**config.mk**
```make
export PLATFORM = sky130hd
export DESIGN_NAME = id_decode
export DESIGN_NICKNAME = d
export VERILOG_FILES = /design/src/rtl/alu_pkg.sv /design/src/rtl/alu_op_decode.sv /design/src/rtl/id_decode.sv
export SDC_FILE = /design/constraint.sdc
export NUM_CORES = 1
export LEC_CHECK = 0
export CELL_PAD_IN_SITES_DETAIL_PLACEMENT = 0
export CELL_PAD_IN_SITES_GLOBAL_PLACEMENT = 1
export CORE_MARGIN = 2
export CORE_UTILIZATION = 32
export CTS_BUF_LIST = sky130_fd_sc_hd__clkbuf_2 sky130_fd_sc_hd__clkbuf_4 sky130_fd_sc_hd__clkbuf_8
export DETAILED_ROUTE_END_ITERATION = 12
export HOLD_SLACK_MARGIN = 0.08
export MAX_ROUTING_LAYER = met4
export PLACE_DENSITY = 0.81
export SYNTH_ARGS = -nofsm -noshare
export SYNTH_HDL_FRONTEND = slang
export SYNTH_SLANG_ARGS = --single-unit
```
**constraint.sdc**
```tcl
create_clock -name clk -period 1.7 [get_ports clk]
set_input_delay 0.255 -clock clk [delete_from_list [all_inputs] [get_ports clk]]
set_output_delay 0.255 -clock clk [all_outputs]
set_load 0.03 [all_outputs]
```
**src/rtl/alu_pkg.sv**
```systemverilog
// alu_pkg: shared between the ID-stage decoder and the EX-stage ALU.
// Holds the ALU operation encoding, MIPS opcode/funct values and the
// ID/EX control bundle layout.
package alu_pkg;

   localparam int unsigned INSTR_W   = 32;
   localparam int unsigned REG_IDX_W = 5;
   localparam int unsigned OPCODE_W  = 6;
   localparam int unsigned FUNCT_W   = 6;
   localparam int unsigned SHAMT_W   = 5;
   localparam int unsigned IMM16_W   = 16;
   localparam int unsigned IMM32_W   = 32;
   localparam int unsigned ALU_OP_W  = 4;
   localparam int unsigned CNT_W     = 8;

   // ALU operation codes; unlisted codes make the ALU output zero
   typedef enum logic [ALU_OP_W-1:0] {
      ALU_SLL     = 4'b0000,
      ALU_SRL     = 4'b0010,
      ALU_SRA     = 4'b0011,
      ALU_SLT     = 4'b0110,
      ALU_AND     = 4'b1000,
      ALU_OR      = 4'b1001,
      ALU_XOR     = 4'b1010,
      ALU_NOR     = 4'b1011,
      ALU_ADD     = 4'b1100,
      ALU_SUB     = 4'b1110,
      ALU_PASS_V2 = 4'b1111
   } alu_op_t;

   // Opcodes
   localparam logic [OPCODE_W-1:0] OP_RTYPE = 6'b000000;
   localparam logic [OPCODE_W-1:0] OP_BEQ   = 6'b000100;
   localparam logic [OPCODE_W-1:0] OP_BNE   = 6'b000101;
   localparam logic [OPCODE_W-1:0] OP_ADDI  = 6'b001000;
   localparam logic [OPCODE_W-1:0] OP_ADDIU = 6'b001001;
   localparam logic [OPCODE_W-1:0] OP_SLTI  = 6'b001010;
   localparam logic [OPCODE_W-1:0] OP_ANDI  = 6'b001100;
   localparam logic [OPCODE_W-1:0] OP_ORI   = 6'b001101;
   localparam logic [OPCODE_W-1:0] OP_XORI  = 6'b001110;
   localparam logic [OPCODE_W-1:0] OP_LUI   = 6'b001111;
   localparam logic [OPCODE_W-1:0] OP_LW    = 6'b100011;
   localparam logic [OPCODE_W-1:0] OP_SW    = 6'b101011;

   // R-type funct codes
   localparam logic [FUNCT_W-1:0] F_SLL  = 6'b000000;
   localparam logic [FUNCT_W-1:0] F_SRL  = 6'b000010;
   localparam logic [FUNCT_W-1:0] F_SRA  = 6'b000011;
   localparam logic [FUNCT_W-1:0] F_SLLV = 6'b000100;
   localparam logic [FUNCT_W-1:0] F_SRLV = 6'b000110;
   localparam logic [FUNCT_W-1:0] F_SRAV = 6'b000111;
   localparam logic [FUNCT_W-1:0] F_ADD  = 6'b100000;
   localparam logic [FUNCT_W-1:0] F_ADDU = 6'b100001;
   localparam logic [FUNCT_W-1:0] F_SUB  = 6'b100010;
   localparam logic [FUNCT_W-1:0] F_SUBU = 6'b100011;
   localparam logic [FUNCT_W-1:0] F_AND  = 6'b100100;
   localparam logic [FUNCT_W-1:0] F_OR   = 6'b100101;
   localparam logic [FUNCT_W-1:0] F_XOR  = 6'b100110;
   localparam logic [FUNCT_W-1:0] F_NOR  = 6'b100111;
   localparam logic [FUNCT_W-1:0] F_SLT  = 6'b101010;

   // ID/EX control bundle
   typedef struct packed {
      alu_op_t                alu_op;
      logic                   v1_sel;
      logic                   v2_sel;
      logic [IMM32_W-1:0]     imm32;
      logic [REG_IDX_W-1:0]   rs;
      logic [REG_IDX_W-1:0]   rt;
      logic [REG_IDX_W-1:0]   rd_dst;
      logic                   reg_write;
      logic                   mem_read;
      logic                   mem_write;
      logic                   branch_eq;
      logic                   branch_ne;
      logic                   illegal;
   } id_bundle_t;

endpackage

```
**src/rtl/alu_op_decode.sv**
```systemverilog
// alu_op_decode: combinational instruction decode into the next ID/EX bundle.
//   instr    in  32  instruction word
//   bundle_c out     decoded control bundle (illegal set for unsupported instrs)
module alu_op_decode
   import alu_pkg::*;
(
   input  logic [INSTR_W-1:0] instr,
   output id_bundle_t         bundle_c
);

   logic [OPCODE_W-1:0]  opcode;
   logic [FUNCT_W-1:0]   funct;
   logic [REG_IDX_W-1:0] rs_f;
   logic [REG_IDX_W-1:0] rt_f;
   logic [REG_IDX_W-1:0] rd_f;
   logic [SHAMT_W-1:0]   shamt;
   logic [IMM16_W-1:0]   imm16;
   logic [IMM32_W-1:0]   imm_sext;
   logic [IMM32_W-1:0]   imm_zext;

   assign opcode   = instr[31:26];
   assign rs_f     = instr[25:21];
   assign rt_f     = instr[20:16];
   assign rd_f     = instr[15:11];
   assign shamt    = instr[10:6];
   assign funct    = instr[5:0];
   assign imm16    = instr[15:0];
   assign imm_sext = {{(IMM32_W-IMM16_W){imm16[IMM16_W-1]}}, imm16};
   assign imm_zext = {{(IMM32_W-IMM16_W){1'b0}}, imm16};

   logic               illegal_c;
   logic [FUNCT_W-1:0] fm_c;

   // Opcode/funct to bundle mapping
   always_comb begin
      bundle_c    = '0;
      illegal_c   = 1'b0;
      fm_c        = funct;
      bundle_c.rs = rs_f;
      bundle_c.rt = rt_f;

      case (opcode)
         OP_RTYPE: begin
            bundle_c.rd_dst    = rd_f;
            bundle_c.reg_write = 1'b1;
            case (funct)
               F_ADD, F_ADDU, F_SUB, F_SUBU, F_AND, F_OR, F_XOR, F_NOR, F_SLT: begin
                  // addu/subu share add/sub encodings once bit 0 is dropped
                  if (funct == F_ADDU || funct == F_SUBU) begin
                     fm_c[0] = 1'b0;
                  end
                  bundle_c.alu_op = alu_op_t'(4'(fm_c[3:0] ^ {fm_c[5], fm_c[5], 2'b00}));
               end
               F_SLL, F_SRL, F_SRA: begin
                  bundle_c.alu_op = alu_op_t'({2'b00, funct[1:0]});
                  bundle_c.v1_sel = 1'b1;
                  bundle_c.imm32  = {{(IMM32_W-SHAMT_W){1'b0}}, shamt};
               end
               F_SLLV, F_SRLV, F_SRAV: begin
                  bundle_c.alu_op = alu_op_t'({2'b00, funct[1:0]});
               end
               default: illegal_c = 1'b1;
            endcase
         end
         OP_ADDI, OP_ADDIU: begin
            bundle_c.alu_op    = ALU_ADD;
            bundle_c.v2_sel    = 1'b1;
            bundle_c.imm32     = imm_sext;
            bundle_c.rd_dst    = rt_f;
            bundle_c.reg_write = 1'b1;
         end
         OP_SLTI: begin
            bundle_c.alu_op    = ALU_SLT;
            bundle_c.v2_sel    = 1'b1;
            bundle_c.imm32     = imm_sext;
            bundle_c.rd_dst    = rt_f;
            bundle_c.reg_write = 1'b1;
         end
         OP_ANDI, OP_ORI, OP_XORI: begin
            // andi/ori/xori low opcode bits pick AND/OR/XOR directly
            bundle_c.alu_op    = alu_op_t'({2'b10, opcode[1:0]});
            bundle_c.v2_sel    = 1'b1;
            bundle_c.imm32     = imm_zext;
            bundle_c.rd_dst    = rt_f;
            bundle_c.reg_write = 1'b1;
         end
         OP_LUI: begin
            bundle_c.alu_op    = ALU_PASS_V2;
            bundle_c.v2_sel    = 1'b1;
            bundle_c.imm32     = {imm16, {(IMM32_W-IMM16_W){1'b0}}};
            bundle_c.rd_dst    = rt_f;
            bundle_c.reg_write = 1'b1;
         end
         OP_LW: begin
            bundle_c.alu_op    = ALU_ADD;
            bundle_c.v2_sel    = 1'b1;
            bundle_c.imm32     = imm_sext;
            bundle_c.rd_dst    = rt_f;
            bundle_c.reg_write = 1'b1;
            bundle_c.mem_read  = 1'b1;
         end
         OP_SW: begin
            bundle_c.alu_op    = ALU_ADD;
            bundle_c.v2_sel    = 1'b1;
            bundle_c.imm32     = imm_sext;
            bundle_c.rd_dst    = rt_f;
            bundle_c.mem_write = 1'b1;
         end
         OP_BEQ, OP_BNE: begin
            // compare rs against rt; imm carries the branch offset
            bundle_c.alu_op    = ALU_SUB;
            bundle_c.imm32     = imm_sext;
            bundle_c.rd_dst    = rt_f;
            bundle_c.branch_eq = (opcode == OP_BEQ);
            bundle_c.branch_ne = (opcode == OP_BNE);
         end
         default: illegal_c = 1'b1;
      endcase

      // Unsupported instructions leave a clean all-zero bundle behind
      if (illegal_c) begin
         bundle_c         = '0;
         bundle_c.illegal = 1'b1;
      end
   end

endmodule

```
**src/rtl/id_decode.sv**
```systemverilog
// id_decode: MIPS ID pipeline stage with one registered ID/EX bundle.
//   clk, rst_n          clock, async active-low reset
//   in_valid/in_ready   IF-side handshake (in_ready combinational)
//   instr               instruction word
//   flush               drop held bundle and concurrent instr
//   out_valid/out_ready EX-side handshake
//   alu_op..illegal     registered bundle fields
//   illegal_count       saturating count of accepted illegal instrs
module id_decode
   import alu_pkg::*;
(
   input  logic                 clk,
   input  logic                 rst_n,
   input  logic                 in_valid,
   output logic                 in_ready,
   input  logic [INSTR_W-1:0]   instr,
   input  logic                 flush,
   output logic                 out_valid,
   input  logic                 out_ready,
   output alu_op_t              alu_op,
   output logic                 v1_sel,
   output logic                 v2_sel,
   output logic [IMM32_W-1:0]   imm32,
   output logic [REG_IDX_W-1:0] rs,
   output logic [REG_IDX_W-1:0] rt,
   output logic [REG_IDX_W-1:0] rd_dst,
   output logic                 reg_write,
   output logic                 mem_read,
   output logic                 mem_write,
   output logic                 branch_eq,
   output logic                 branch_ne,
   output logic                 illegal,
   output logic [CNT_W-1:0]     illegal_count
);

   localparam logic [CNT_W-1:0] CNT_MAX = '1;

   id_bundle_t       dec_c;
   id_bundle_t       bundle_q, bundle_d;
   logic             out_valid_q, out_valid_d;
   logic [CNT_W-1:0] cnt_q, cnt_d;
   logic             load_c;

   alu_op_decode u_dec (
      .instr    (instr),
      .bundle_c (dec_c)
   );

   // Single-entry stage: accept whenever the slot is empty or draining
   assign in_ready = !out_valid_q || out_ready;
   assign load_c   = in_valid && in_ready && !flush;

   // Next bundle, valid and counter
   always_comb begin
      bundle_d    = bundle_q;
      out_valid_d = out_valid_q;
      cnt_d       = cnt_q;

      if (load_c) begin
         bundle_d = dec_c;
      end

      if (flush) begin
         out_valid_d = 1'b0;
      end else if (load_c) begin
         out_valid_d = 1'b1;
      end else if (out_ready) begin
         out_valid_d = 1'b0;
      end

      if (load_c && dec_c.illegal && cnt_q != CNT_MAX) begin
         cnt_d = cnt_q + CNT_W'(1);
      end
   end

   // Bundle register
   always_ff @(posedge clk or negedge rst_n) begin
      if (!rst_n) begin
         bundle_q    <= '0;
         out_valid_q <= 1'b0;
         cnt_q       <= '0;
      end else begin
         bundle_q    <= bundle_d;
         out_valid_q <= out_valid_d;
         cnt_q       <= cnt_d;
      end
   end

   assign out_valid     = out_valid_q;
   assign alu_op        = bundle_q.alu_op;
   assign v1_sel        = bundle_q.v1_sel;
   assign v2_sel        = bundle_q.v2_sel;
   assign imm32         = bundle_q.imm32;
   assign rs            = bundle_q.rs;
   assign rt            = bundle_q.rt;
   assign rd_dst        = bundle_q.rd_dst;
   assign reg_write     = bundle_q.reg_write;
   assign mem_read      = bundle_q.mem_read;
   assign mem_write     = bundle_q.mem_write;
   assign branch_eq     = bundle_q.branch_eq;
   assign branch_ne     = bundle_q.branch_ne;
   assign illegal       = bundle_q.illegal;
   assign illegal_count = cnt_q;

endmodule

```
==> flow_summary.yaml <==
run_status:
  outcome: "complete, no violations"
die:
  start_util_pct: 32.9
  coreArea_mm2: 0.00973
  rows: 36
  fp.dieW_um: 104
  die-area_mm2: 0.0108
  io_pins: 106
  die_h_um: 104
place:
  place.gp.congestion: 0.835
  port_buffers: 105
  place_hpwl_um: 6890
  place_area_mm2: 0.00480
worst_setup_path:
  cp-start-kind: "register"
  worst_ep_arrival_time_ns: 1.41
  crit_buf_inv: 1
  slowest_delay_ns: 0.69
  crit_family: "buffers and inverters"
  cpMaxStageDelayCell: "clkdlybuf4s50_1"
  critPathRequiredTime_ns: 1.44
  crit_fanout: 2
  endpoint_kind: "output pin"
  crit_type: "register to output pin"
  path_cells: "clkdlybuf4s50_1"
yosys:
  netlist_area_mm2: 0.00320
  synth_edf_count: 0
  async_flop_share_pct: 100
  synth_ff_type: "dfrtp_1"
  syn-mean-instance-area_um2: 9.78
  synth_fp_nets: 365
  synth_seq_cells: 68
  synth-seq-area-share_pct: 53.2
  syn_inst: 327
  ys_types: 46
  ys_warn_count: 0
detailed_routing:
  dr.first_iter.drc_count: 95
  drtAntennaViolNets: 0
  drc: 0
  wl_per_cell_um: 14.6
  firstDrtPassIters: 4
  wirelength_um: 9010
  vias: 2987
  vias_per_cell: 4.85
timing:
  fmax_mhz: 599
  final_max_slew_viol_count: 0
  worst_pin_slew_ns: 0.389
  timing.final.crit_share_pct: 98.1
  fin_tns_setup_ns: 0
  setup-violations-final: 0
  slew_headroom_pct: 74.0
  finClkSkew_ns: 0.00692
  rsz0062_at_grt: "no"
  hold_viol: 0
  period_needed_ns: 1.67
grt:
  antenna_found_initial: 0
  grt.overflow.total: 0
  grt_pass1_vias: 2971
  grt_first_pass_wirelength_um: 15000
  grt_max_degree: 34
  grt_use_total_pct: 17.9
job:
  max-cap-violations: 0
worst_hold_path:
  hold_path.class: "input pin to register"
clocking:
  cts_buffers: 9
  cts.sinks: 68
  path_clk_slew_ns: 0.07
  root_buffer: "clkbuf_8"
  clockBufferDepth: 2
  cts_tree: "yes"
  clkLatencyLatePin_ns: 0.35
  htreeDepth: 3
power:
  fin_total_pwr_uw: 4610
  p_leak_uw: 0.00227
  power_density_mw_per_mm2: 904
  peakVddDrop_mv: 0.348
finish:
  fin_nets: 516
  fin_area_mm2: 0.00510
  drive_gt1_share_pct: 21.9
  fillCellCount: 905
  final_core_util_pct: 52.4
  num_antenna_cells: 0
  syn_to_final_growth_pct: 59.5
==> cell families after synthesis <==
| group | count (synthesis) | synth area share, % |
|---|---|---|
| and+or+nand+nor | 126 | 19.5 |
| muxes | 1 | 0.352 |
| xor gates and xnor gates | 7 | 1.92 |
| adders and majority gates | 1 | 0.391 |
| AOI/OAI and AO/OA | 97 | 20.2 |
| buffers and inverters | 27 | 4.46 |
| DFF | 68 | 53.2 |
==> routing by layer <==
| layer | track usage, % | up-vias | part of all wire [%] |
|---|---|---|---|
| li1 | - | 1452 | - |
| met1 | 23.4 | 1434 | 46 |
| met2 | 26.2 | 79 | 46 |
| met3 | 3.38 | 22 | 4.3 |
| met4 | 9.56 | 0 | 3.0 |
| met5 | - | - | 0 |
==> cells in the final DEF (no fill, tap or decap), drive strengths merged, types with 6 or more instances in the layout <==
| cell | netlist | routed |
|---|---|---|
| a21o | 9 | 9 |
| a21oi | 18 | 18 |
| a22o | 12 | 12 |
| buf | 10 | 59 |
| clkbuf | 13 | 15 |
| clkdlybuf4s50 | 0 | 81 |
| dfrtp | 68 | 68 |
| dlygate4sd2 | 0 | 12 |
| nand2 | 64 | 64 |
| nand3 | 9 | 9 |
| nor2 | 20 | 20 |
| nor3 | 8 | 8 |
| o21ai | 34 | 34 |
| xnor2 | 6 | 6 |
==> layout make-up <==
type	count	area, um^2	area share, %
clock buffers	13	166	3.26
clock inverters	3	45.0	0.883
inverters	4	17.5	0.344
multi-input cells	232	1430	28.1
flip-flops and latches	68	1700	33.4
well taps	133	166	3.26
repair buffers	163	1570	30.8
==> repair_timing <==
action | CTS | global route
hold endpoints to repair | 49 | 0
pin swaps | 6 | 6
endpoints found under the setup margin | 49 | 28
hold buffers | 1 | 0
resized for setup | 23 | 20
cloned | 1 | 0
setup buffers | 0 | 1
==> power breakdown <==
part / leakage, uW / internal [uW] / switching [uW]
combinational: 0.00126 / 567 / 719
sequential: 0.000911 / 1780 / 138
clock: 0.000103 / 791 / 613
total: 0.00227 / 3140 / 1470
==> cell usage after synthesis (2+ instances only) <==
library cell,count,area (um^2)
a21o_1,9,67.6
a21oi_1,18,90.1
a221oi_1,5,43.8
a22o_1,12,105
a22oi_1,5,37.5
a31oi_1,5,31.3
and3_1,3,18.8
buf_2,3,15.0
buf_4,4,30.0
buf_6,3,33.8
clkbuf_1,13,48.8
dfrtp_1,68,1700
inv_1,3,11.3
nand2_1,64,240
nand2b_1,4,25.0
nand3_1,9,45.0
nand3b_1,3,22.5
nand4_1,2,12.5
nand4b_1,2,17.5
nor2_1,20,75.1
nor2b_1,3,18.8
nor3_1,3,15.0
nor3_2,4,40.0
o21ai_0,34,170
o41ai_1,2,17.5
xnor2_1,6,52.6
==> registers in the layout, indices dropped and copies added, names as in the netlist <==
name / cells
alu_op: 4
branch_eq: 1
branch_ne: 1
illegal: 1
illegal_count: 8
imm32: 32
mem_read: 1
mem_write: 1
out_valid: 1
rd_dst: 5
reg_write: 1
rs: 5
rt: 5
v1_sel: 1
v2_sel: 1
==> metrics by stage <==
step,cells,setup slack [ns],hold WS (ns)
after floorplan,327,-0.0549,-0.0406
after global placement,597,-0.566,0.149
after detailed placement,597,-0.651,0.149
after CTS,615,-0.00306,0.314
after global routing,616,0.00250,0.231
final,616,0.0317,0.234
==> worst paths after layout <==
check,depth (start not counted),from,slack [ns],endpoint
max,1,imm32[15],0.03,imm32[15]
min,4,instr[1],0.23,imm32[1]
max reg2reg,6,illegal_count[0],0.13,illegal_count[1]
min reg2reg,2,mem_write,0.47,mem_write
max in group asynchronous,3,rst_n,0.81,out_valid
min in group asynchronous,2,rst_n,0.31,branch_ne
Note: power is estimated with default switching activity, not from simulation.
